--- config.mk ---
export PLATFORM = sky130hd
export DESIGN_NAME = pipe_control_unit_flat
export DESIGN_NICKNAME = d
export VERILOG_FILES = /design/src/rtl/pipe_control_unit_if.sv /design/src/rtl/pipe_control_unit.sv /design/src/flat_wrapper.sv
export SDC_FILE = /design/constraint.sdc
export NUM_CORES = 1
export LEC_CHECK = 0
export CORE_MARGIN = 2
export CORE_UTILIZATION = 43
export DETAILED_ROUTE_END_ITERATION = 10
export GPL_ROUTABILITY_DRIVEN = 1
export PLACE_DENSITY = 0.81
export SYNTH_ARGS = -nofsm -noshare
export SYNTH_HDL_FRONTEND = slang
export SYNTH_SLANG_ARGS = --single-unit
--- constraint.sdc ---
create_clock -name clk -period 3.3 [get_ports clk]
set_input_delay 0.33 -clock clk [delete_from_list [all_inputs] [get_ports clk]]
set_output_delay 0.33 -clock clk [all_outputs]
set_load 0.02 [all_outputs]
--- src/rtl/pipe_control_unit_if.sv ---
// Decode-to-execute control bundle interface for pipe_control_unit.
// The master drives the decode-side request and pipeline controls;
// the slave (the control unit) returns the registered control bundle.
interface pipe_control_unit_if #(
    parameter int CNT_W = 16
);
    logic             valid_in;
    logic [3:0]       opcode;
    logic [1:0]       mode;
    logic             s_in;
    logic             cond_pass;
    logic             stall;
    logic             flush;
    logic             ready_out;
    logic             valid_out;
    logic [3:0]       exe_cmd;
    logic             wb_en;
    logic             mem_r_en;
    logic             mem_w_en;
    logic             b;
    logic             s;
    logic             busy;
    logic [CNT_W-1:0] op_count;

    modport master (
        output valid_in, opcode, mode, s_in, cond_pass, stall, flush,
        input  ready_out, valid_out, exe_cmd, wb_en, mem_r_en, mem_w_en,
               b, s, busy, op_count
    );

    modport slave (
        input  valid_in, opcode, mode, s_in, cond_pass, stall, flush,
        output ready_out, valid_out, exe_cmd, wb_en, mem_r_en, mem_w_en,
               b, s, busy, op_count
    );
endinterface

--- src/rtl/pipe_control_unit.sv ---
// Pipeline control unit: decodes the instruction at decode, registers the
// execute-stage control bundle, and sequences multi-cycle multiplies
// through a two-state IDLE/MUL machine. Also counts issued operations.
module pipe_control_unit #(
    parameter int MUL_CYCLES = 3,
    parameter int CNT_W      = 16
) (
    input  logic                 clk,
    input  logic                 rst_n,
    pipe_control_unit_if.slave   bus
);

    typedef enum logic {
        IDLE = 1'b0,
        MUL  = 1'b1
    } state_t;

    localparam logic [3:0] MUL_LOAD = 4'(MUL_CYCLES - 1);
    localparam logic [3:0] CMD_MUL  = 4'b1010;
    localparam logic [3:0] CMD_ADD  = 4'b0010;

    state_t           state_reg, state_next;
    logic [3:0]       cnt_reg, cnt_next;
    logic             mul_s_reg, mul_s_next;
    logic             valid_reg, valid_next;
    logic [3:0]       exe_cmd_reg, exe_cmd_next;
    logic             wb_reg, wb_next;
    logic             mem_r_reg, mem_r_next;
    logic             mem_w_reg, mem_w_next;
    logic             b_reg, b_next;
    logic             s_reg, s_next;
    logic [CNT_W-1:0] op_count_reg, op_count_next;

    logic [3:0] dec_cmd;
    logic       dec_wb, dec_mem_r, dec_mem_w, dec_b, dec_s;
    logic       ready, accept, mul_go;

    // Instruction decode; enables are squashed when the condition fails.
    always_comb begin
        dec_cmd   = 4'b0000;
        dec_wb    = 1'b0;
        dec_mem_r = 1'b0;
        dec_mem_w = 1'b0;
        dec_b     = 1'b0;
        dec_s     = 1'b0;
        case (bus.mode)
            2'b00: begin
                dec_s = bus.s_in;
                case (bus.opcode)
                    4'b1101: begin dec_cmd = 4'b0001; dec_wb = 1'b1; end // MOV
                    4'b1111: begin dec_cmd = 4'b1001; dec_wb = 1'b1; end // MVN
                    4'b0100: begin dec_cmd = 4'b0010; dec_wb = 1'b1; end // ADD
                    4'b0101: begin dec_cmd = 4'b0011; dec_wb = 1'b1; end // ADC
                    4'b0010: begin dec_cmd = 4'b0100; dec_wb = 1'b1; end // SUB
                    4'b0110: begin dec_cmd = 4'b0101; dec_wb = 1'b1; end // SBC
                    4'b0000: begin dec_cmd = 4'b0110; dec_wb = 1'b1; end // AND
                    4'b1100: begin dec_cmd = 4'b0111; dec_wb = 1'b1; end // ORR
                    4'b0001: begin dec_cmd = 4'b1000; dec_wb = 1'b1; end // EOR
                    4'b1010: dec_cmd = 4'b0100;                         // CMP
                    4'b1000: dec_cmd = 4'b0110;                         // TST
                    default: dec_cmd = 4'b0000;
                endcase
            end
            2'b01: begin
                dec_cmd = CMD_ADD;
                if (bus.s_in) begin
                    dec_mem_r = 1'b1;
                    dec_wb    = 1'b1;
                end else begin
                    dec_mem_w = 1'b1;
                end
            end
            2'b10: dec_b = 1'b1;
            default: begin
                dec_cmd = CMD_MUL;
                dec_wb  = 1'b1;
                dec_s   = bus.s_in;
            end
        endcase
        if (!bus.cond_pass) begin
            dec_wb    = 1'b0;
            dec_mem_r = 1'b0;
            dec_mem_w = 1'b0;
            dec_b     = 1'b0;
            dec_s     = 1'b0;
        end
    end

    // Handshake: accept only in IDLE with the pipe free and out of reset.
    always_comb begin
        ready  = (state_reg == IDLE) && !bus.stall && !bus.flush && rst_n;
        accept = ready && bus.valid_in;
        // A failed-condition multiply has nothing to compute, so it skips MUL.
        mul_go = accept && (bus.mode == 2'b11) && bus.cond_pass && (MUL_CYCLES > 1);
    end

    // Next-state and next-bundle selection: flush > stall > accept/MUL progress.
    always_comb begin
        state_next    = state_reg;
        cnt_next      = cnt_reg;
        mul_s_next    = mul_s_reg;
        valid_next    = valid_reg;
        exe_cmd_next  = exe_cmd_reg;
        wb_next       = wb_reg;
        mem_r_next    = mem_r_reg;
        mem_w_next    = mem_w_reg;
        b_next        = b_reg;
        s_next        = s_reg;
        op_count_next = op_count_reg;

        if (bus.flush) begin
            state_next   = IDLE;
            cnt_next     = 4'd0;
            valid_next   = 1'b0;
            exe_cmd_next = 4'b0000;
            wb_next      = 1'b0;
            mem_r_next   = 1'b0;
            mem_w_next   = 1'b0;
            b_next       = 1'b0;
            s_next       = 1'b0;
        end else if (!bus.stall) begin
            // Bubble unless something below loads a real bundle.
            valid_next   = 1'b0;
            exe_cmd_next = 4'b0000;
            wb_next      = 1'b0;
            mem_r_next   = 1'b0;
            mem_w_next   = 1'b0;
            b_next       = 1'b0;
            s_next       = 1'b0;
            if (state_reg == IDLE) begin
                if (mul_go) begin
                    state_next = MUL;
                    cnt_next   = MUL_LOAD;
                    mul_s_next = bus.s_in;
                end else if (accept) begin
                    valid_next    = 1'b1;
                    exe_cmd_next  = dec_cmd;
                    wb_next       = dec_wb;
                    mem_r_next    = dec_mem_r;
                    mem_w_next    = dec_mem_w;
                    b_next        = dec_b;
                    s_next        = dec_s;
                    op_count_next = op_count_reg + 1'b1;
                end
            end else begin
                cnt_next = cnt_reg - 4'd1;
                // Counter about to reach zero: this edge delivers the result.
                if (cnt_reg == 4'd1) begin
                    state_next    = IDLE;
                    cnt_next      = 4'd0;
                    valid_next    = 1'b1;
                    exe_cmd_next  = CMD_MUL;
                    wb_next       = 1'b1;
                    s_next        = mul_s_reg;
                    op_count_next = op_count_reg + 1'b1;
                end
            end
        end
    end

    // State, counter and control bundle registers with synchronous reset.
    always_ff @(posedge clk) begin
        if (!rst_n) begin
            state_reg    <= IDLE;
            cnt_reg      <= 4'd0;
            mul_s_reg    <= 1'b0;
            valid_reg    <= 1'b0;
            exe_cmd_reg  <= 4'b0000;
            wb_reg       <= 1'b0;
            mem_r_reg    <= 1'b0;
            mem_w_reg    <= 1'b0;
            b_reg        <= 1'b0;
            s_reg        <= 1'b0;
            op_count_reg <= '0;
        end else begin
            state_reg    <= state_next;
            cnt_reg      <= cnt_next;
            mul_s_reg    <= mul_s_next;
            valid_reg    <= valid_next;
            exe_cmd_reg  <= exe_cmd_next;
            wb_reg       <= wb_next;
            mem_r_reg    <= mem_r_next;
            mem_w_reg    <= mem_w_next;
            b_reg        <= b_next;
            s_reg        <= s_next;
            op_count_reg <= op_count_next;
        end
    end

    assign bus.ready_out = ready;
    assign bus.valid_out = valid_reg;
    assign bus.exe_cmd   = exe_cmd_reg;
    assign bus.wb_en     = wb_reg;
    assign bus.mem_r_en  = mem_r_reg;
    assign bus.mem_w_en  = mem_w_reg;
    assign bus.b         = b_reg;
    assign bus.s         = s_reg;
    assign bus.busy      = (state_reg == MUL);
    assign bus.op_count  = op_count_reg;

endmodule

--- src/flat_wrapper.sv ---
// flat-port wrapper written by rule: the top's interface ports become plain ports
module pipe_control_unit_flat 
#(
    parameter int MUL_CYCLES = 3,
    parameter int CNT_W      = 16
)
  (clk, rst_n, bus_valid_in, bus_opcode, bus_mode, bus_s_in, bus_cond_pass, bus_stall, bus_flush, bus_ready_out, bus_valid_out, bus_exe_cmd, bus_wb_en, bus_mem_r_en, bus_mem_w_en, bus_b, bus_s, bus_busy, bus_op_count);
  pipe_control_unit_if #(.CNT_W(CNT_W)) bus_i ();
  input  logic clk;
  input  logic rst_n;
  input wire logic [$bits(bus_i.valid_in)-1:0] bus_valid_in;
  input wire logic [$bits(bus_i.opcode)-1:0] bus_opcode;
  input wire logic [$bits(bus_i.mode)-1:0] bus_mode;
  input wire logic [$bits(bus_i.s_in)-1:0] bus_s_in;
  input wire logic [$bits(bus_i.cond_pass)-1:0] bus_cond_pass;
  input wire logic [$bits(bus_i.stall)-1:0] bus_stall;
  input wire logic [$bits(bus_i.flush)-1:0] bus_flush;
  output wire logic [$bits(bus_i.ready_out)-1:0] bus_ready_out;
  output wire logic [$bits(bus_i.valid_out)-1:0] bus_valid_out;
  output wire logic [$bits(bus_i.exe_cmd)-1:0] bus_exe_cmd;
  output wire logic [$bits(bus_i.wb_en)-1:0] bus_wb_en;
  output wire logic [$bits(bus_i.mem_r_en)-1:0] bus_mem_r_en;
  output wire logic [$bits(bus_i.mem_w_en)-1:0] bus_mem_w_en;
  output wire logic [$bits(bus_i.b)-1:0] bus_b;
  output wire logic [$bits(bus_i.s)-1:0] bus_s;
  output wire logic [$bits(bus_i.busy)-1:0] bus_busy;
  output wire logic [$bits(bus_i.op_count)-1:0] bus_op_count;
  assign bus_i.valid_in = bus_valid_in;
  assign bus_i.opcode = bus_opcode;
  assign bus_i.mode = bus_mode;
  assign bus_i.s_in = bus_s_in;
  assign bus_i.cond_pass = bus_cond_pass;
  assign bus_i.stall = bus_stall;
  assign bus_i.flush = bus_flush;
  assign bus_ready_out = bus_i.ready_out;
  assign bus_valid_out = bus_i.valid_out;
  assign bus_exe_cmd = bus_i.exe_cmd;
  assign bus_wb_en = bus_i.wb_en;
  assign bus_mem_r_en = bus_i.mem_r_en;
  assign bus_mem_w_en = bus_i.mem_w_en;
  assign bus_b = bus_i.b;
  assign bus_s = bus_i.s;
  assign bus_busy = bus_i.busy;
  assign bus_op_count = bus_i.op_count;
  pipe_control_unit #(.MUL_CYCLES(MUL_CYCLES), .CNT_W(CNT_W)) u_core (.clk(clk), .rst_n(rst_n), .bus(bus_i));
endmodule
==> metrics.md, run 1 <==
| Metric | Value |
|---|---|
| Status | complete, no violations |
| Crit share post-route | 69.5% |
| Root Buffer | clkbuf_8 |
| Layout cell share with drive strength beyond 1 | 11.0% |
| Clock buffer depth | 2 |
| Crit path from | bus_stall |
| Filler cells | 361 |
| Synth Warn # | 0 |
| Startpoint Class | primary input |
| Diode count | 0 |
| I/O Buffers | 40 |
| Setup_tns | 0 ns |
| Core area | 4060 µm² |
| Static Leak | 0.912 nW |
| Overall die height | 69.3 µm |
| DR vias/cell | 5.40 |
| Gate Count Post-Synth | 206 |
| Max-slew violation count | 0 |
| Fin nets | 266 |
| Worst-Skew Late Latency | 0.29 ns |
| Final wirelength | 4030 µm |
| Largest register FFs | 16 |
| WHS | 0.479 ns |
| Post-synthesis net count | 227 |
| Post-CTS Hold Buffers | 0 |
| Peak supply drop | 0.272 mV |
| Initial core utilization | 45.2% |
| Sequential area share after synthesis | 34.9% |
| Total grt overflow | 0 |
| Top cell type's share of synthesized area | 34.9% |
| Max Clk Rate | 0.436 GHz |
| Total chip power | 0.000877 W |
| Final worst path period need | 2.29 ns |
| Pre-antenna DRT Iters | 4 |
| Post-synth top cells | dfxtp_1, nand2_1, nor2_1, xor2_1, and2_1 |
| CP Data Arrival Time | 1.96 ns |
| Clk pin slew, worst setup/hold paths | 0.07 ns |
| Worst reg-to-reg path cell count | 6 |
| Critical path capture point | bus_ready_out |
| Clock skew | 0.00492 ns |
| Asr flop ratio synth | 0% |
| Largest net degree at the start of global routing | 21 |
| Mapped Area | 1840 µm² |
| Average wire per standard cell | 13.6 µm |
| Multi-input gate area | 1080 µm² |
| CTS tree | built |
| Setup bufs post-CTS | 0 |
| Vias in the first global route | 1460 |
| Chip width | 69.3 µm |
| Worst Tran Pin Value | 0.895 ns |
| Max-Cap Viols | 0 |
| Worst path required time | 2.97 ns |
| R2R setup slack | 1.03 ns |
| Clock Sinks | 32 |
| Max_slew headroom | 40.3% |
| Cell taking the most area after synthesis | dfxtp_1 |
| Fin. Hold Viols | 0 |
| Reg2reg start | u_core.cnt_reg[0] |
| CTS Buf Count | 5 |
| Post-CTS sizing | 0 |
| FF/Latch Area | 641 µm² |
| Hold Crit Class | reg -> reg |
| # setup viols final | 0 |
| Syn_area_per_cell | 8.91 µm² |
| Clock H-tree levels | 2 |
| Critical path type | in -> out |
| Power Dens Cells | 367 nW/µm² |
| Synth top area cells | dfxtp_1, xor2_1, ha_1, a2111oi_2, and2_1 |
| Main synth FF type | dfxtp_1 |
| First DRT Iteration DRCs | 80 |
| Crit path capture type | primary output |
| Register bit total from synthesis | 32 |
| GRT Overall Usage | 17.2% |
| Initial antenna violation count | 0 |
| Unrepaired setup endpoints after global routing | false |
| Vias | 1597 |
| Crit-path max FO | 17 |
| Detailed Place HPWL | 2790 µm |
| Synth unique cells | 45 |
| Row cnt | 23 |
| Reg-to-reg endpoint | u_core.bus.op_count[3] |
| Number of routed nets with antenna violations | 0 |
| I/O pin cnt | 41 |
| Global-route wire length before repair | 6720 µm |
| DIE AREA | 4810 µm² |
| Gpl congestion | 0.811 |
| Residual DRC | 0 |
| Count leader, synth | dfxtp_1 |
| Number of enable flip-flop cells after synthesis | 0 |
| Area Overhead vs Synth | 30.2% |
-- worst max-delay path, stage by stage --
cell and delay (ns):
clkdlybuf4s50_1 0.42, buf_4 0.21, nor4b_2 0.34, clkdlybuf4s50_1 0.66
-- cell usage in the layout (no fill, tap or decap), types with 3 or more instances in the layout --
master / count
a32oi_1: 3
ha_1: 8
nand3_1: 7
nor3_1: 6
and2_1: 13
inv_1: 12
mux2i_1: 4
o21ai_0: 4
nor2b_1: 5
clkbuf_8: 7
dfxtp_1: 32
a211oi_2: 4
nand4_1: 4
nor2_1: 14
nand2_1: 18
a31oi_1: 4
and3_1: 3
xor2_1: 14
a2111oi_2: 6
clkdlybuf4s50_1: 40
buf_4: 4
a21oi_1: 7
-- where the power goes --
group | total, W | switching, W | internal, W
Sequential | 0.000389 | 0.00000131 | 0.000387
Combinational | 0.0000714 | 0.0000399 | 0.0000315
Clock | 0.000417 | 0.000150 | 0.000266
Total | 0.000877 | 0.000191 | 0.000685
-- worst min-delay path by stage --
stage | from | end | slack, ns | depth (start not counted)
detailed placement | u_core.bus.s | u_core.bus.s | 0.47 | 2
global placement | u_core.bus.exe_cmd[0] | u_core.bus.exe_cmd[0] | 0.47 | 2
CTS | u_core.bus.s | u_core.bus.s | 0.48 | 2
finish | u_core.bus.s | u_core.bus.s | 0.48 | 2
floorplan | u_core.mul_s_reg | u_core.mul_s_reg | 0.48 | 2
global route | u_core.bus.s | u_core.bus.s | 0.50 | 2
-- layout make-up --
cell class / count / share of cell area, %
Multi-Input combinational cell: 149 / 45.2
Clock inverter: 1 / 1.26
Tap cell: 50 / 2.62
Clock buffer: 7 / 4.03
Sequential cell: 32 / 26.8
Inverter: 13 / 2.04
Timing Repair Buffer: 44 / 18.0
-- per-stage QoR --
step	instance area (µm²)	setup slack [ns]	util (%)	std cells
3_5_place_dp	2260	0.750	55.8	288
6_report	2390	1.01	58.9	296
5_1_grt	2390	0.884	58.9	296
2_1_floorplan	1840	1.12	-	206
4_1_cts	2390	0.995	58.9	296
3_3_place_gp	2260	0.772	55.8	288
-- kinds of logic (layout without fill, tap and decap cells) --
family	count (synthesis)	in the layout	synth area share, %
AO/OA/AOI/OAI	42	42	20.8
AND/OR/NAND/NOR	79	79	22.8
multiplexers	4	4	2.18
buffers and inverters	25	65	6.20
XOR/XNOR	16	16	7.63
flip-flops	32	32	34.9
adder cells (fa/ha/maj)	8	8	5.45
-- per-layer routing --
metal / track usage [%] / up-vias / part of all wire, %
met4: 6.54 / 0 / 1.0
met5: 0 / - / 0
met1: 21.5 / 745 / 47
met2: 27.4 / 42 / 46
li1: - / 806 / -
met3: 5.52 / 4 / 5.9
Power figures use the tool's default switching activity.
==> run 2: changes to the inputs <==
PLACE_DENSITY = 0.84   (was 0.81)
clock period = 1.93 ns   (was 3.3 ns; I/O delays follow)
==> run 2 against run 1 <==
  * Utilization up 6.5 points
  * Non-clock buffer count rose by 20
  * Sequential power increased by 71%
  * Clock power grew 14%
  * Total power increased by 47%
  * Largest power group is now registers
  * Highest routed layer unchanged
==> metrics.md, run 2 (synthesis results as in run 1) <==
| Metric | Value |
|---|---|
| Crit path capture type | register (was primary output) |
| Final worst path period need | 1.90 ns |
| Vias in the first global route | 1693 (was 1460) |
| Highest routing layer actually used | met4 (unchanged) |
| I/O pin cnt | 41 (unchanged) |
| Overall die height | 69.3 µm (unchanged) |
| Clock buffer depth | 2 (unchanged) |
| Detailed Place HPWL | 3240 µm (was 2790 µm) |
| Core area | 4060 µm² (unchanged) |
| Global-route wire length before repair | 7840 µm (was 6720 µm) |
| Startpoint Class | register (was primary input) |
| Vias | 1743 (was 1597) |
| Most common cell after layout, fill and taps aside | clkdlybuf4s50_1 (unchanged) |
| Status | complete, no violations (unchanged) |
| First DRT Iteration DRCs | 64 (was 80) |
| Total grt overflow | 0 (unchanged) |
| Pre-antenna DRT Iters | 4 (unchanged) |
| Crit share post-route | 98.3% |
| Power Dens Cells | 486 nW/µm² (was 367 nW/µm²) |
| Critical-path cell list | inv_2, ha_4, nand2b_4, or3_4, clkbuf_16, a2111oi_4, xor2_1, and2_1 (was clkdlybuf4s50_1, buf_4, nor4b_2, clkdlybuf4s50_1) |
| Post-CTS Hold Buffers | 0 (unchanged) |
| Post-Layout Inst Area | 2650 µm² (was 2390 µm²) |
| CP Data Arrival Time | 2.13 ns (was 1.96 ns) |
| Crit-path leading delay family | simple AND/OR/NAND/NOR gates (was buffers and inverters) |
| Number of routed nets with antenna violations | 0 (unchanged) |
| Clock skew | 0.00754 ns (was 0.00492 ns) |
| CP Depth | 8 (was 4) |
| Wire length on met3 | 262 µm (was 239 µm) |
| Root Buffer | clkbuf_8 (unchanged) |
| Clock Sinks | 32 (unchanged) |
| R2R setup slack | 0.03 ns (was 1.03 ns) |
| Initial core utilization | 45.2% (unchanged) |
| CTS Buf Count | 5 (unchanged) |
| Max-slew violation count | 0 (unchanged) |
| Layout cell share with drive strength beyond 1 | 20.0% (was 11.0%) |
| Chip width | 69.3 µm (unchanged) |
| Fin. Hold Viols | 0 (unchanged) |
| Largest net degree at the start of global routing | 20 (was 21) |
| Static Leak | 1.02 nW (was 0.912 nW) |
| Highest-count cells in the layout ignoring fill and taps | clkdlybuf4s50_1, dfxtp_1, buf_4, nand2_1, xor2_1 (was clkdlybuf4s50_1, dfxtp_1, nand2_1, xor2_1, nor2_1) |
| Critical path capture point | u_core.bus.op_count[5] (was bus_ready_out) |
| Met1 WL | 2070 µm (was 1900 µm) |
| Average wire per standard cell | 15.4 µm (was 13.6 µm) |
| Buf/Inv on CP | 2 (was 3) |
| Crit-path max FO | 7 (was 17) |
| Worst Tran Pin Value | 0.384 ns (was 0.895 ns) |
| Slowest-stage cell, CP | or3_4 (was clkdlybuf4s50_1) |
| Gpl congestion | 0.827 (was 0.811) |
| Reg2reg start | u_core.cnt_reg[1] (was u_core.cnt_reg[0]) |
| WHS | 0.488 ns (was 0.479 ns) |
| Unrepaired setup endpoints after global routing | true (was false) |
| CTS tree | built (unchanged) |
| Fin nets | 286 (was 266) |
| Max-Cap Viols | 0 (unchanged) |
| Critical path type | reg -> reg (was in -> out) |
| Cell area after placement | 2400 µm² (was 2260 µm²) |
| Residual DRC | 0 (unchanged) |
| I/O Buffers | 40 (unchanged) |
| Worst-Skew Late Latency | 0.28 ns (was 0.29 ns) |
| CP peak stage delay | 0.40 ns (was 0.66 ns) |
| Worst reg-to-reg path cell count | 8 (was 6) |
| Max_slew headroom | 74.4% (was 40.3%) |
| DR vias/cell | 5.53 (was 5.40) |
| Max Clk Rate | 0.527 GHz |
| GRT Overall Usage | 20.1% (was 17.2%) |
| Initial antenna violation count | 0 (unchanged) |
| Crit path from | u_core.cnt_reg[1] (was bus_stall) |
| Clk pin slew, worst setup/hold paths | 0.06 ns (was 0.07 ns) |
| Final wirelength | 4850 µm (was 4030 µm) |
| DIE AREA | 4810 µm² (unchanged) |
| DR WL met2 | 2400 µm (was 1850 µm) |
| Area Overhead vs Synth | 44.5% (was 30.2%) |
| Peak supply drop | 0.349 mV (was 0.272 mV) |
| Diode count | 0 (unchanged) |
| Largest register FFs | 16 (unchanged) |
| Hold Crit Class | reg -> reg (unchanged) |
| Worst path required time | 2.16 ns (was 2.97 ns) |
| Reg-to-reg endpoint | u_core.bus.op_count[5] (was u_core.bus.op_count[3]) |
| Row cnt | 23 (unchanged) |
| Clock H-tree levels | 2 (unchanged) |
| # setup viols final | 0 (unchanged) |
-- run 2: cell count changes in the layout (fill, tap and decap cells not counted), sizes merged --
cell           change
dlymetal6s2s       +1
dlygate4sd2        +1
clkdlybuf4s50      -2
bufinv             -1
clkinv             +1
buf               +19
-- run 2: where the power goes --
group / total (W) / switching, W / internal, W / leakage, nW
registers: 0.000665 / 0.00000243 / 0.000663 / 0.259
clock network: 0.000475 / 0.000231 / 0.000245 / 0.0410
logic: 0.000148 / 0.0000801 / 0.0000680 / 0.723
total: 0.00129 / 0.000313 / 0.000976 / 1.02
-- run 2: metrics by stage --
| step | util, % | setup WS [ns] | total power, W | TNS [ns] | instances |
|---|---|---|---|---|---|
| 3_3_place_gp | 59.2 | -0.279 | 0.000816 | -3.98 | 305 |
| 6_report | 65.4 | 0.0335 | 0.00129 | 0 | 315 |
| 5_1_grt | 65.4 | -0.0335 | 0.00134 | -0.176 | 315 |
| 3_5_place_dp | 59.2 | -0.332 | 0.000820 | -4.70 | 305 |
| 4_1_cts | 63.0 | 0.00285 | 0.00130 | 0 | 312 |
| 2_1_floorplan | - | 0.0497 | 0.000749 | 0 | 206 |
-- run 2: final cells by class --
class | instances | area (µm²)
Fill cell | 335 | 1410
Multi-Input combinational cell | 149 | 1200
Sequential cell | 32 | 644
Timing Repair Buffer | 64 | 619
Clock buffer | 6 | 72.6
Tap cell | 50 | 62.6
Inverter | 13 | 48.8
Clock inverter | 1 | 5.00
-- run 2: how the worst min path moves through the flow --
stage                     endpoint  cells past startpoint           startpoint
5_1_grt               u_core.bus.s                      2         u_core.bus.s
6_report              u_core.bus.s                      2         u_core.bus.s
4_1_cts               u_core.bus.s                      2         u_core.bus.s
3_3_place_gp   u_core.bus.mem_r_en                      2  u_core.bus.mem_r_en
2_1_floorplan     u_core.mul_s_reg                      2             bus_s_in
3_5_place_dp          u_core.bus.s                      2         u_core.bus.s
-- run 2: tightest hold or removal path, stage by stage (launching register included) --
cell	delay, ns
dfxtp_1	0.32
inv_1	0.07
a221oi_2	0.06
-- run 2: layer usage --
metal,track usage [%],vias up
met3,4.94,13
met2,34.4,50
met1,24.3,836
li1,-,844
met5,0,-
met4,7.63,0
-- run 2: repair_timing --
item,4_1_cts,5_1_grt
setup buffers,0,2
pin swaps,0,17
endpoints found under the setup margin,10,17
resized for setup,10,12
gates cloned,0,1
==> run 3: changes to the inputs <==
PLACE_DENSITY = 0.78   (was 0.84)
==> run 3 against run 2 <==
  * Clock skew is 0.0031 ns higher
  * Total power is 5.7% higher
  * Cell count is 3.8% higher
  * Utilization is 2.9 points higher
  * Sequential share of layout area is 0.95 points lower
  * Critical path depth is 1 lower
  * Sequential cell count stayed put
  * Critical path type unchanged
  * Sequential power hardly changed
  * Die area stayed put
  * Via count is 1.5% lower
==> metrics.md, run 3 (synthesis results as in run 1) <==
| Metric | Value |
|---|---|
| Status | complete, no violations (unchanged) |
| GRT Overall Usage | 19.3% (was 20.1%) |
| Detailed Place HPWL | 3070 µm (was 3240 µm) |
| Dpl ws | -0.305 ns (was -0.332 ns) |
| Vias | 1716 (was 1743) |
| I/O pin cnt | 41 (unchanged) |
| Static Leak | 1.11 nW (was 1.02 nW) |
| Diode count | 0 (unchanged) |
| CTS tree | built (unchanged) |
| Max-Cap Viols | 0 (unchanged) |
| Initial core utilization | 45.2% (unchanged) |
| Clock Sinks | 32 (unchanged) |
| Fin. Hold Viols | 0 (unchanged) |
| Number of routed nets with antenna violations | 0 (unchanged) |
| Peak supply drop | 0.370 mV (was 0.349 mV) |
| Chip width | 69.3 µm (unchanged) |
| Root Buffer | clkbuf_8 (unchanged) |
| Critical path type | reg -> reg (unchanged) |
| Post-CTS Hold Buffers | 0 (unchanged) |
| Sequential share of power | 48.7% (was 51.6%) |
| Initial antenna violation count | 0 (unchanged) |
| Overall die height | 69.3 µm (unchanged) |
| Crit path capture type | register (unchanged) |
| Multi-input gate area | 1200 µm² (about the same) |
| HP Start | rst_n (was u_core.bus.s) |
| Crit-path max FO | 5 (was 7) |
| First DRT Iteration DRCs | 81 (was 64) |
| Vias in the first global route | 1606 (was 1693) |
| Reg2reg start | u_core.bus.busy (was u_core.cnt_reg[1]) |
| Layout cell share with drive strength beyond 1 | 23.8% (was 20.0%) |
| Highest-count cells in the layout ignoring fill and taps | clkdlybuf4s50_1, dfxtp_1, buf_4, nand2_1 (was clkdlybuf4s50_1, dfxtp_1, buf_4, nand2_1, xor2_1) |
| Worst path required time | 2.12 ns (was 2.16 ns) |
| Worst-Skew Late Latency | 0.29 ns (was 0.28 ns) |
| Clock buffer depth | 2 (unchanged) |
| Hold Crit Class | in -> reg (was reg -> reg) |
| Power Dens Cells | 491 nW/µm² (was 486 nW/µm²) |
| Area Overhead vs Synth | 51.0% (was 44.5%) |
| Clk pin slew, worst setup/hold paths | 0.07 ns (was 0.06 ns) |
| Global-route wire length before repair | 7540 µm (was 7840 µm) |
| Final wirelength | 4950 µm (was 4850 µm) |
| Clock share of power | 39.7% (was 36.9%) |
| Reg-to-reg endpoint | u_core.bus.op_count[5] (unchanged) |
| Largest register FFs | 16 (unchanged) |
| Net Sw Frac | 24.5% (was 24.3%) |
| Hold Path Sink | u_core.bus.op_count[8] (was u_core.bus.s) |
| Core area | 4060 µm² (unchanged) |
| DIE AREA | 4810 µm² (unchanged) |
| Gpl congestion | 0.874 (was 0.827) |
| Largest net degree at the start of global routing | 20 (unchanged) |
| I/O Buffers | 40 (unchanged) |
| Final WS setup | 0.0147 ns (was 0.0335 ns) |
| Crit share post-route | 99.2% (was 98.3%) |
| Max-slew violation count | 0 (unchanged) |
| Sw power | 0.000334 W (was 0.000313 W) |
| Row cnt | 23 (unchanged) |
| Most common cell after layout, fill and taps aside | clkdlybuf4s50_1 (unchanged) |
| CP Data Arrival Time | 2.10 ns (was 2.13 ns) |
| # setup viols final | 0 (unchanged) |
| Total grt overflow | 0 (unchanged) |
| Unrepaired setup endpoints after global routing | true (unchanged) |
| Post-Layout Inst Area | 2770 µm² (was 2650 µm²) |
| Startpoint Class | register (unchanged) |
| Residual DRC | 0 (unchanged) |
| Pre-antenna DRT Iters | 4 (unchanged) |
| Logic pwr share | 11.6% (was 11.5%) |
| WHS | 0.409 ns (was 0.488 ns) |
| Average wire per standard cell | 15.1 µm (was 15.4 µm) |
| Worst reg-to-reg path cell count | 7 (was 8) |
| Final worst path period need | 1.92 ns (was 1.90 ns) |
| DR vias/cell | 5.25 (was 5.53) |
| Filler cells | 323 (was 335) |
| Max Clk Rate | 0.522 GHz (was 0.527 GHz) |
| FF/Latch Area | 647 µm² (was 644 µm²) |
| Hold depth | 3 (was 2) |
| P_int | 0.00103 W (was 0.000976 W) |
| Fin nets | 297 (was 286) |
| R2R setup slack | 0.01 ns (was 0.03 ns) |
| Worst Tran Pin Value | 0.393 ns (was 0.384 ns) |
| Clock H-tree levels | 2 (unchanged) |
| Clock skew | 0.0106 ns (was 0.00754 ns) |
| Max_slew headroom | 73.8% (was 74.4%) |
| CTS Buf Count | 5 (unchanged) |
| Cell area after placement | 2420 µm² (was 2400 µm²) |
## run 3: changes by cell type in the layout (fill, tap and decap cells not counted), moves of 2 or more
cell / previous run / this run
dlymetal6s2s_1: 1 / 3
clkdlybuf4s50_1: 38 / 36
buf_6: 0 / 4
buf_4: 21 / 28
## run 3: how the worst max path moves through the flow
stage                                  from  cells past startpoint                       to
final                       u_core.bus.busy                      7   u_core.bus.op_count[5]
after floorplan             u_core.bus.busy                      7   u_core.bus.op_count[4]
after detailed placement          bus_stall                      7   u_core.bus.op_count[5]
after CTS                 u_core.cnt_reg[1]                      8   u_core.bus.op_count[7]
after global routing      u_core.cnt_reg[1]                      8   u_core.bus.op_count[5]
after global placement            bus_stall                      7  u_core.bus.op_count[12]
## run 3: critical path, cell delays in order, from the launching register on
cell       delay, ns
dfxtp_4         0.36
nor4b_4         0.27
nand4_1         0.24
buf_12          0.21
buf_4           0.16
a2111oi_4       0.31
xor2_1          0.11
and2_1          0.16
## run 3: final cells by class
type	count	area share, %
Sequential cell	32	23.3
Tap cell	50	2.26
Inverter	13	1.76
Multi-Input combinational cell	149	43.2
Clock buffer	8	3.25
Timing Repair Buffer	75	26.2
## run 3: power groups by stage
stage | Clock (W) | Sequential (W) | Combinational, W
final | 0.000540 | 0.000664 | 0.000158
after global routing | 0.000576 | 0.000664 | 0.000171
after CTS | 0.000552 | 0.000665 | 0.000142
after detailed placement | 0 | 0.000680 | 0.000138
after global placement | 0 | 0.000680 | 0.000137
after floorplan | 0 | 0.000682 | 0.0000672
## run 3: per-layer routing
metal / vias up / GRT usage, % / part of all wire [%] / wire (µm)
li1: 861 / - / - / -
met1: 804 / 24.4 / 45 / 2250
met2: 42 / 31.7 / 49 / 2410
met3: 9 / 5.38 / 4.1 / 201
met4: 0 / 5.88 / 1.7 / 82
met5: - / 0 / 0 / 0
## run 3: metrics by stage
step	total power (W)	utilization, %	setup TNS [ns]	std cells
after floorplan	0.000749	-	0	206
after global placement	0.000817	59.5	-3.53	307
after detailed placement	0.000818	59.5	-3.71	307
after CTS	0.00136	63.1	-0.0160	315
after global routing	0.00141	68.3	-0.344	327
final	0.00136	68.3	0	327
## run 3: what timing repair did
action / 4_1_cts / 5_1_grt
setup buffers: 0 / 12
gates cloned: 0 / 1
pin swaps: 0 / 19
resized for setup: 6 / 26
endpoints found under the hold margin: 0 / 0
endpoints found under the setup margin: 9 / 12
==> RTL edit (flow settings as in run 3) <==
`CNT_W` is set to 16 in 3 places; all go to 14.
--- a/src/rtl/pipe_control_unit_if.sv
+++ b/src/rtl/pipe_control_unit_if.sv
@@ -2,7 +2,7 @@
 // The master drives the decode-side request and pipeline controls;
 // the slave (the control unit) returns the registered control bundle.
 interface pipe_control_unit_if #(
-    parameter int CNT_W = 16
+    parameter int CNT_W = 14
 );
     logic             valid_in;
     logic [3:0]       opcode;
--- a/src/rtl/pipe_control_unit.sv
+++ b/src/rtl/pipe_control_unit.sv
@@ -3,7 +3,7 @@
 // through a two-state IDLE/MUL machine. Also counts issued operations.
 module pipe_control_unit #(
     parameter int MUL_CYCLES = 3,
-    parameter int CNT_W      = 16
+    parameter int CNT_W      = 14
 ) (
     input  logic                 clk,
     input  logic                 rst_n,
--- a/src/flat_wrapper.sv
+++ b/src/flat_wrapper.sv
@@ -2,7 +2,7 @@
 module pipe_control_unit_flat 
 #(
     parameter int MUL_CYCLES = 3,
-    parameter int CNT_W      = 16
+    parameter int CNT_W      = 14
 )
   (clk, rst_n, bus_valid_in, bus_opcode, bus_mode, bus_s_in, bus_cond_pass, bus_stall, bus_flush, bus_ready_out, bus_valid_out, bus_exe_cmd, bus_wb_en, bus_mem_r_en, bus_mem_w_en, bus_b, bus_s, bus_busy, bus_op_count);
   pipe_control_unit_if #(.CNT_W(CNT_W)) bus_i ();
Ports: changed (resized bus_op_count); port bits go from 41 to 39. No check against the original RTL was run, so the function may have changed too.
==> RTL edit against run 3 <==
  * The run now ends with setup timing left
  * Power is 4.5% lower
  * Worst setup slack worse by 0.015 ns
  * Clock skew down 0.0025 ns
  * Wire length is 13% lower
  * Area after synthesis decreased by 8.5%
  * Sequential cell count shrank 2
  * Design area decreased by 10%
==> RTL edit: results (changes against run 3) <==
Worst setup path:
- The master of the slowest instance on the critical path is sky130_fd_sc_hd__or4_4.
- The largest fanout on the critical path is 6 (+1).
- The data arrival at the endpoint of the critical path is 2.14 ns (+0.04 ns).

Status:
- The checks that failed: setup timing.
- The flow ran to the end, but the final reports show violations.

Power and ir drop:
- The peak supply drop is 419 µV (+13%).
- The reported leakage power is 0.834 nW (-25%).

Placed design:
- The total half-perimeter wirelength after legalization and detailed placement is 2890 µm (-5.8%).

Logic synthesis:
- The xor-xnor portion of the synthesized cell area is 1.04% (-6.6 points).
- The area share of fa/ha/maj cells after synthesis is 5.96% (+0.51 points).
- The number of distinct library cell variants in the gate-level netlist after synthesis is 40 (-11%).
- The complex-gate fraction of the synthesized area is 20.2% (-0.60 points).
- The post-synthesis net count is 219 (-3.5%).
- By count the netlist is led by sky130_fd_sc_hd__dfxtp_1 (30), sky130_fd_sc_hd__a21oi_1 (18), sky130_fd_sc_hd__nor2_1 (15).

Detailed routing:
- The detailed-routed wire length on met2 was 2070 µm (-14%).
- The length of routed met3 wiring is 159 µm (-21%).
- The number of violations reported at the end of detailed-routing iteration 0 was 132 (+63%).
- The detailed-route via count is 1,687 (-1.7%).

Timing:
- The count of final setup violators is 1 (+1).
- The final setup skew is 0.00815 ns (-0.00248 ns).
- The final worst setup slack came to -0.000228 ns (-0.0150 ns).

Layout:
- The proportion of layout cells with a drive suffix above 1 is 21.3% (-2.5 points).
- The layout net count is 278 (-6.4%).

Global route:
- The met1 usage in global routing is 27.2% (+2.8 points).
- The global-route wire length before repair came to 7110 µm (-5.8%).
- The pin count of the biggest net entering global routing is 26 (+30%).
- The fraction of met3 tracks used by global routing is 4.39% (-0.99 points).
- The overall track demand over capacity in global routing was 21.0% (+1.8 points).
==> RTL edit: changes by cell type after synthesis, moves of 6 or more <==
cell,run 3,this run
sky130_fd_sc_hd__xor2_1,14,1
sky130_fd_sc_hd__a2111oi_2,6,0
sky130_fd_sc_hd__o31ai_1,0,10
sky130_fd_sc_hd__and2_1,13,0
sky130_fd_sc_hd__a21oi_1,7,18
sky130_fd_sc_hd__or4_1,1,9
==> RTL edit: cell type report <==
| type | count | area [µm²] | area share, % |
|---|---|---|---|
| clock buffer | 7 | 86.3 | 3.48 |
| clock inverter | 1 | 5.00 | 0.202 |
| inverter | 15 | 61.3 | 2.47 |
| multi-input combinational | 144 | 1100 | 44.5 |
| sequential | 30 | 612 | 24.7 |
| tap | 48 | 60.1 | 2.42 |
| timing repair buffer | 61 | 553 | 22.3 |
==> RTL edit: worst paths after layout <==
kind | start | to | slack [ns] | cells after the start
setup reg to reg | u_core.bus.busy$_SDFFE_PP0N_ | u_core.bus.op_count[6]$_SDFFE_PN0P_ | -0.0002 | 5
hold reg to reg | u_core.bus.exe_cmd[0]$_SDFFE_PP0N_ | u_core.bus.exe_cmd[0]$_SDFFE_PP0N_ | 0.47 | 2
setup / recovery | bus_stall | u_core.bus.op_count[6]$_SDFFE_PN0P_ | -0.0002 | 6
hold / removal | rst_n | u_core.bus.op_count[9]$_SDFFE_PN0P_ | 0.39 | 3
==> RTL edit: worst reg2reg max path, delay by kind of cell, from the launching register on <==
family                 cells  cell delay (ns)
AND/OR/NAND/NOR            2             1.10
buffers and inverters      1             0.11
AO/OA/AOI/OAI              2             0.30
flip-flops                 1             0.35
==> RTL edit: power by group <==
group | total [W] | switching [W] | internal [W]
clock network | 0.000518 | 0.000231 | 0.000287
logic | 0.000161 | 0.0000867 | 0.0000742
registers | 0.000621 | 0.00000238 | 0.000619
total | 0.00130 | 0.000320 | 0.000980
==> RTL edit: cells by family after synthesis <==
logic type	after synthesis
buf+inv	26
flops	30
mux	5
simple gates	78
fa+ha+maj	8
xor+xnor	2
compound gates	49
==> RTL edit: metrics by stage <==
step           util, %  instances  setup TNS [ns]  area (µm²)  hold WS [ns]
6_report          66.8        306       -0.000228        2480         0.393
5_1_grt           66.8        306          -0.208        2480         0.404
4_1_cts           64.9        306               0        2410         0.389
3_5_place_dp      61.0        296           -9.87        2270         0.462
3_3_place_gp      61.0        296           -9.29        2270         0.455
2_1_floorplan        -        198         -0.0227        1710         0.340
==> RTL edit: repair_timing <==
item | CTS | global route
gates resized for setup | 5 | 15
gates cloned | 2 | 0
hold buffers | 0 | 0
setup endpoints to repair | 22 | 16
pin swaps | 2 | 4
